==> src/rtl/rmii_frame_rx.sv <==
`default_nettype none
// ============================================================================
//  Module   : rmii_frame_rx
//  Purpose  : RMII receive framer. Samples CRS_DV/RXD on the 50 MHz reference
//             clock, strips preamble and SFD, packs dibits LSB-first into
//             bytes and writes them into the packet buffer RAM. Reports frame
//             length, FCS status and error status with a one-cycle done pulse.
//  Ports    : clk_i, reset_i (async, active-high)
//             crsdv_i, rxd_i[1:0], rxerr_i   - RMII receive pins (pre-synced)
//             base_addr_i                    - RAM address of first byte
//             ram_we_o, ram_waddr_o, ram_win_o - RAM write port
//             busy_o, done_o, frame_len_o, crc_ok_o, frame_err_o - status
//  Config   : RMII_RX_CRC_CHECK_EN - build the CRC-32 FCS residue checker;
//             without it crc_ok reports ~frame_err.
//  Revision : 1.0 - initial release
// ============================================================================
module rmii_frame_rx #(
    parameter int  RAM_SIZE      = 2048,
    parameter int  MAX_FRAME_LEN = 1522,
    parameter int  MIN_PREAMBLE  = 8,
    localparam int AW            = $clog2(RAM_SIZE)
) (
    input  logic          clk_i,
    input  logic          reset_i,
    input  logic          crsdv_i,
    input  logic [1:0]    rxd_i,
    input  logic          rxerr_i,
    input  logic [AW-1:0] base_addr_i,
    output logic          ram_we_o,
    output logic [AW-1:0] ram_waddr_o,
    output logic [7:0]    ram_win_o,
    output logic          busy_o,
    output logic          done_o,
    output logic [10:0]   frame_len_o,
    output logic          crc_ok_o,
    output logic          frame_err_o
);

    localparam logic [4:0]  C_MIN_PRE = 5'(MIN_PREAMBLE);
    localparam logic [10:0] C_MAX_LEN = 11'(MAX_FRAME_LEN);

    typedef enum logic [1:0] {
        S_IDLE     = 2'd0,
        S_PREAMBLE = 2'd1,
        S_DATA     = 2'd2,
        S_DROP     = 2'd3
    } state_t;

    state_t        state_q, state_d;
    logic [4:0]    pre_cnt_q, pre_cnt_d;
    logic [AW-1:0] base_q, base_d;
    logic [10:0]   byte_cnt_q, byte_cnt_d;
    logic [1:0]    phase_q, phase_d;
    logic [7:0]    shreg_q, shreg_d;
    logic          err_q, err_d;
    logic          we_q, we_d;
    logic [AW-1:0] waddr_q, waddr_d;
    logic [7:0]    win_q, win_d;
    logic          busy_q, busy_d;
    logic          done_q, done_d;
    logic [10:0]   len_q, len_d;
    logic          crc_ok_q, crc_ok_d;
    logic          ferr_q, ferr_d;

    // Byte completed by the current dibit (valid when phase_q == 3).
    logic [7:0] w_byte;
    assign w_byte = {rxd_i, shreg_q[7:2]};

    // Frame error at a normal end of frame: sticky rxerr, or a partial byte.
    logic w_end_err;
    assign w_end_err = err_q | rxerr_i | (phase_q != 2'd0);

    logic w_crc_good;

`ifdef RMII_RX_CRC_CHECK_EN
    localparam logic [31:0] C_CRC_POLY    = 32'hEDB8_8320;
    localparam logic [31:0] C_CRC_INIT    = 32'hFFFF_FFFF;
    localparam logic [31:0] C_CRC_RESIDUE = 32'hDEBB_20E3;

    logic [31:0] crc_q, crc_d;

    function automatic logic [31:0] f_crc_byte(input logic [31:0] c, input logic [7:0] b);
        logic [31:0] r;
        r = c ^ {24'd0, b};
        for (int i = 0; i < 8; i++) begin
            r = r[0] ? ((r >> 1) ^ C_CRC_POLY) : (r >> 1);
        end
        return r;
    endfunction

    // Running over data plus FCS leaves the fixed residue on a good frame.
    assign w_crc_good = (crc_q == C_CRC_RESIDUE);
`else
    assign w_crc_good = 1'b1;
`endif

    always_comb begin
        state_d    = state_q;
        pre_cnt_d  = pre_cnt_q;
        base_d     = base_q;
        byte_cnt_d = byte_cnt_q;
        phase_d    = phase_q;
        shreg_d    = shreg_q;
        err_d      = err_q;
        we_d       = 1'b0;
        waddr_d    = waddr_q;
        win_d      = win_q;
        busy_d     = busy_q;
        done_d     = 1'b0;
        len_d      = len_q;
        crc_ok_d   = crc_ok_q;
        ferr_d     = ferr_q;
`ifdef RMII_RX_CRC_CHECK_EN
        crc_d      = crc_q;
`endif
        case (state_q)
            S_IDLE: begin
                if (crsdv_i && rxd_i == 2'b01) begin
                    state_d    = S_PREAMBLE;
                    pre_cnt_d  = 5'd1;
                    byte_cnt_d = '0;
                    err_d      = 1'b0;
                end
            end
            S_PREAMBLE: begin
                if (!crsdv_i) begin
                    state_d = S_IDLE;
                end else if (rxd_i == 2'b01) begin
                    if (pre_cnt_q != 5'd31) pre_cnt_d = pre_cnt_q + 5'd1;
                end else if (rxd_i == 2'b11) begin
                    if (pre_cnt_q >= C_MIN_PRE) begin
                        state_d    = S_DATA;
                        base_d     = base_addr_i;
                        byte_cnt_d = '0;
                        phase_d    = 2'd0;
                        err_d      = 1'b0;
                        busy_d     = 1'b1;
`ifdef RMII_RX_CRC_CHECK_EN
                        crc_d      = C_CRC_INIT;
`endif
                    end else begin
                        // Too short a preamble: swallow the rest of the frame.
                        state_d = S_DROP;
                    end
                end else begin
                    state_d = S_IDLE;
                end
            end
            S_DATA: begin
                if (rxerr_i) err_d = 1'b1;
                if (!crsdv_i) begin
                    // Any write from the final dibit is already on the port.
                    state_d  = S_IDLE;
                    done_d   = 1'b1;
                    busy_d   = 1'b0;
                    len_d    = byte_cnt_q;
                    ferr_d   = w_end_err;
                    crc_ok_d = w_crc_good & ~w_end_err;
                end else begin
                    shreg_d = w_byte;
                    phase_d = phase_q + 2'd1;
                    if (phase_q == 2'd3) begin
                        if (byte_cnt_q == C_MAX_LEN) begin
                            state_d = S_DROP;
                        end else begin
                            we_d       = 1'b1;
                            win_d      = w_byte;
                            waddr_d    = base_q + AW'(byte_cnt_q);
                            byte_cnt_d = byte_cnt_q + 11'd1;
`ifdef RMII_RX_CRC_CHECK_EN
                            crc_d      = f_crc_byte(crc_q, w_byte);
`endif
                        end
                    end
                end
            end
            S_DROP: begin
                if (!crsdv_i) begin
                    state_d  = S_IDLE;
                    done_d   = 1'b1;
                    busy_d   = 1'b0;
                    len_d    = byte_cnt_q;
                    ferr_d   = 1'b1;
                    crc_ok_d = 1'b0;
                end
            end
            default: state_d = S_IDLE;
        endcase
    end

    always_ff @(posedge clk_i or posedge reset_i) begin
        if (reset_i) begin
            state_q    <= S_IDLE;
            pre_cnt_q  <= '0;
            base_q     <= '0;
            byte_cnt_q <= '0;
            phase_q    <= '0;
            shreg_q    <= '0;
            err_q      <= 1'b0;
            we_q       <= 1'b0;
            waddr_q    <= '0;
            win_q      <= '0;
            busy_q     <= 1'b0;
            done_q     <= 1'b0;
            len_q      <= '0;
            crc_ok_q   <= 1'b0;
            ferr_q     <= 1'b0;
`ifdef RMII_RX_CRC_CHECK_EN
            crc_q      <= '0;
`endif
        end else begin
            state_q    <= state_d;
            pre_cnt_q  <= pre_cnt_d;
            base_q     <= base_d;
            byte_cnt_q <= byte_cnt_d;
            phase_q    <= phase_d;
            shreg_q    <= shreg_d;
            err_q      <= err_d;
            we_q       <= we_d;
            waddr_q    <= waddr_d;
            win_q      <= win_d;
            busy_q     <= busy_d;
            done_q     <= done_d;
            len_q      <= len_d;
            crc_ok_q   <= crc_ok_d;
            ferr_q     <= ferr_d;
`ifdef RMII_RX_CRC_CHECK_EN
            crc_q      <= crc_d;
`endif
        end
    end

    assign ram_we_o    = we_q;
    assign ram_waddr_o = waddr_q;
    assign ram_win_o   = win_q;
    assign busy_o      = busy_q;
    assign done_o      = done_q;
    assign frame_len_o = len_q;
    assign crc_ok_o    = crc_ok_q;
    assign frame_err_o = ferr_q;

endmodule
`default_nettype wire
==> config.mk <==
export PLATFORM = sky130hd
export DESIGN_NAME = rmii_frame_rx
export DESIGN_NICKNAME = d
export VERILOG_FILES = /design/src/rtl/rmii_frame_rx.sv
export SDC_FILE = /design/constraint.sdc
export NUM_CORES = 1
export LEC_CHECK = 0
export ABC_AREA = 1
export BUFFER_PORTS_ARGS = -buffer_cell sky130_fd_sc_hd__clkbuf_2
export CORE_MARGIN = 3
export CORE_UTILIZATION = 50
export CTS_CLUSTER_SIZE = 40
export DETAILED_ROUTE_END_ITERATION = 16
export HOLD_SLACK_MARGIN = 0.15
export PLACE_DENSITY_LB_ADDON = 0.08
export REMOVE_ABC_BUFFERS = 1
export SKIP_CTS_REPAIR_TIMING = 1
export SLEW_MARGIN = 20
export SYNTH_ARGS = -nofsm -noshare
export SYNTH_HDL_FRONTEND = slang
export SYNTH_SLANG_ARGS = --single-unit
==> constraint.sdc <==
create_clock -name clk_i -period 2.2 [get_ports clk_i]
set_input_delay 0.11 -clock clk_i [delete_from_list [all_inputs] [get_ports clk_i]]
set_output_delay 0.11 -clock clk_i [all_outputs]
set_load 0.02 [all_outputs]
==> run_results.csv <==
group,metric,value,unit
outcome,status,"completed",
clock_tree,cts_sinks,73,
global_routing,overflow,0,
finish,drive_gt1_share,15.6,%
finish,multiInputGateArea,0.00171,mm2
sta,slew_violations,0,
finish,fill_cells,665,
finish,nNetsFinal,582,
power,seqPwrFrac,40.8,%
flow_run,maxCapViolCount,0,
power,peakVddDrop,584,uV
synthesis,yosys.area.top_type,"dfrtp_1",
sta,finalSetupTns,0,ns
synthesis,synth_cell_types,33,
sta,setup_violations,0,
global_routing,antenna_found_initial,0,
worst_setup_path,reg2reg_to,"byte_cnt_q[1]$_DFFE_PP0P_",
synthesis,ys_seq_area_share,48.0,%
floorplan,core,0.00733,mm2
clock_tree,clkLatencyLatePin,0.35,ns
synthesis,synth_area_per_cell,7.93,um2
synthesis,yosys_warnings,0,
clock_tree,max-clock-path-buffers,2,
clock_tree,cts_buffers,9,
min_path,holdPathStages,4,
clock_tree,clock-root-buffer,"clkbuf_8",
floorplan,dieHeight,93.3,um
power,p_sw_share,36.9,%
global_routing,grt.total_usage,20.5,%
clock_tree,h-tree-depth,3,
finish,num_antenna_cells,0,
finish,register_area,0.00183,mm2
worst_setup_path,worstSetupStartpointType,"flip-flop",
floorplan,ioPinCount,52,
worst_setup_path,ff2ff_path_depth,9,
worst_setup_path,rr_startpoint,"byte_cnt_q[1]$_DFFE_PP0P_",
route,viasPerCell,4.97,
synthesis,synth_area_leaders,"dfrtp_1 48%, nand2_1 18%, ha_1 5.6%",
worst_setup_path,cp.arrival,2.12,ns
route,vias,3228,
power,p_int,2.84,mW
global_routing,grt_start_max_net_pins,74,
route,drt-initial-drc-count,139,
route,wl_per_cell,13.0,um
worst_setup_path,crit_fanout,11,
power,clkPwrFrac,26.9,%
power,p_leak,2.45,nW
global_routing,grt_pass1_wl,14.0,mm
floorplan,dieWidth,93.3,um
synthesis,synthFlopType,"dfrtp_1",
sta,clock.fmax,0.548,GHz
route,firstDrtPassIters,5,
sta,maxSlewHeadroom,61.2,%
global_routing,grt_pass1_vias,2949,
finish,final_area,0.00451,mm2
min_path,hold_class,"in2reg",
floorplan,initial_utilization,51.9,%
sta,fin_crit,1.82,ns
placed_design,gp_congestion,0.909,
worst_setup_path,regToRegSetupSlack,0.38,ns
sta,holdWs,0.141,ns
sta,rsz0062_at_grt,"false",
sta,hold_viol,0,
floorplan,die_area,0.00870,mm2
synthesis,synthArstFlopShare,100,%
sta,worstMarginPinSlew,0.582,ns
synthesis,synthCells,480,
sta,period_share,82.9,%
min_path,hold-path-endpoint,"crc_ok_o$_DFFE_PP0P_",
worst_setup_path,critical_path_class,"reg2reg",
placed_design,place_area,0.00415,mm2
power,combPwrFrac,32.3,%
placed_design,hpwlAfterDp,5.94,mm
worst_setup_path,cp-end-kind,"flip-flop",
min_path,worstHoldStart,"rxerr_i",
route,drc_errors,0,
clock_tree,tritoncts,"done",
clock_tree,path_clk_slew,0.08,ns
route,ant_nets,0,
power,power_density,996,mW/mm2
sta,skew,0.00734,ns
worst_setup_path,critPathRequiredTime,2.49,ns
synthesis,ys_seq_elements,73,
power,power_switching,1.66,mW
floorplan,rows,31,
synthesis,syn_area,0.00381,mm2
synthesis,synth_top_area_share,48.0,%
synthesis,synth_edf_count,0,
route,routed_wl,8.47,mm
finish,syn_to_final_growth,18.6,%
placed_design,io_buffers,51,
final cells by class:
cell class              count  share of cell area, %
inverters                  47                   4.02
well taps                  99                   2.74
repair buffers             70                   9.87
clock buffers              11                   3.35
clock inverters             4                   1.69
flip-flops and latches     73                   40.5
multi-input cells         346                   37.9
power groups by stage:
stage	Clock [mW]	Combinational [mW]	Sequential, mW
global route	1.29	1.66	1.88
floorplan	0	0.923	1.93
global placement	0	1.40	1.86
detailed placement	0	1.43	1.86
finish	1.21	1.45	1.83
CTS	1.23	1.44	1.84
synthesized netlist by cell type (2+ instances only):
master and number:
nand2_1 184, dfrtp_1 73, inv_1 43, nand3_1 41
o21ai_0 34, nor2_1 25, ha_1 17, xor2_1 6
a21oi_1 5, buf_2 4, buf_4 4, nand3b_1 4
nand4_1 4, nor2_2 4, nor3_1 4, clkbuf_1 3
inv_2 3, o21ai_1 3, buf_6 2, nor3b_1 2
or2_2 2, xnor2_1 2
layer usage:
layer | routed length [um] | track usage [%] | share of wire [%] | vias to the layer above
met1 | 4050 | 28.0 | 48 | 1502
met2 | 3960 | 32.3 | 47 | 58
met3 | 325 | 3.70 | 3.8 | 14
li1 | - | - | - | 1654
met4 | 140 | 8.30 | 1.7 | 0
met5 | 0 | 0 | 0 | -
sequential cells by signal, indices dropped and copies added (netlist names), 2 cells and up:
| name | cells |
|---|---|
| base_q | 11 |
| byte_cnt_q | 11 |
| frame_len_o | 11 |
| phase_q | 2 |
| pre_cnt_q | 5 |
| ram_waddr_o | 11 |
| ram_win_o | 8 |
| shreg_q | 6 |
| state_q | 2 |
per-stage QoR:
| stage | power (mW) | cells | util [%] | setup slack [ns] |
|---|---|---|---|---|
| after floorplan | 2.85 | 466 | - | 0.237 |
| after global placement | 3.25 | 621 | 56.6 | 0.431 |
| after detailed placement | 3.30 | 621 | 56.6 | 0.392 |
| final | 4.50 | 650 | 61.6 | 0.375 |
| after global routing | 4.83 | 650 | 61.6 | 0.163 |
| after CTS | 4.51 | 636 | 59.7 | 0.371 |
cell families after synthesis:
family / Yosys count / share of synthesized area, %
adders and majority gates: 18 / 6.11
buffers and inverters: 61 / 7.10
xor gates and xnor gates: 8 / 1.84
and+or+nand+nor: 275 / 30.8
DFF: 73 / 48.0
AOI/OAI and AO/OA: 45 / 6.11
cell usage in the layout, fill, tap and decap left out, types with 3 or more instances in the layout:
cell,synthesis,layout
nand3b_1,4,4
nor3_1,4,4
dfrtp_1,73,73
clkbuf_8,0,11
o21ai_1,3,3
xor2_1,6,6
buf_4,4,4
ha_1,17,17
nand4_1,4,4
nor2_2,4,4
nor2_1,25,25
o21ai_0,34,34
dlygate4sd3_1,0,14
nand2_1,184,184
nand3_1,41,41
clkbuf_2,1,51
a21oi_1,5,5
inv_2,3,4
inv_1,43,42
critical path, cell delays in order (launching register included):
cell and delay, ns:
dfrtp_1 0.53, ha_1 0.20, nand2_1 0.05, nor2_1 0.13
nand3_2 0.13, nand2_1 0.09, nand2_1 0.05, nand3b_1 0.39
nand2_1 0.11, nand2_1 0.09
how the worst max path moves through the flow:
stage / startpoint / end / cells after the start
after CTS: byte_cnt_q[1]$_DFFE_PP0P_ / byte_cnt_q[1]$_DFFE_PP0P_ / 9
after global routing: byte_cnt_q[1]$_DFFE_PP0P_ / byte_cnt_q[3]$_DFFE_PP0P_ / 9
after global placement: byte_cnt_q[0]$_DFFE_PP0P_ / ram_waddr_o[8]$_DFFE_PP0P_ / 8
after floorplan: reset_i / base_q[0]$_DFFE_PP0P_ / 1
final: byte_cnt_q[1]$_DFFE_PP0P_ / byte_cnt_q[1]$_DFFE_PP0P_ / 9
after detailed placement: byte_cnt_q[1]$_DFFE_PP0P_ / byte_cnt_q[1]$_DFFE_PP0P_ / 9
Power figures use the tool's default switching activity.
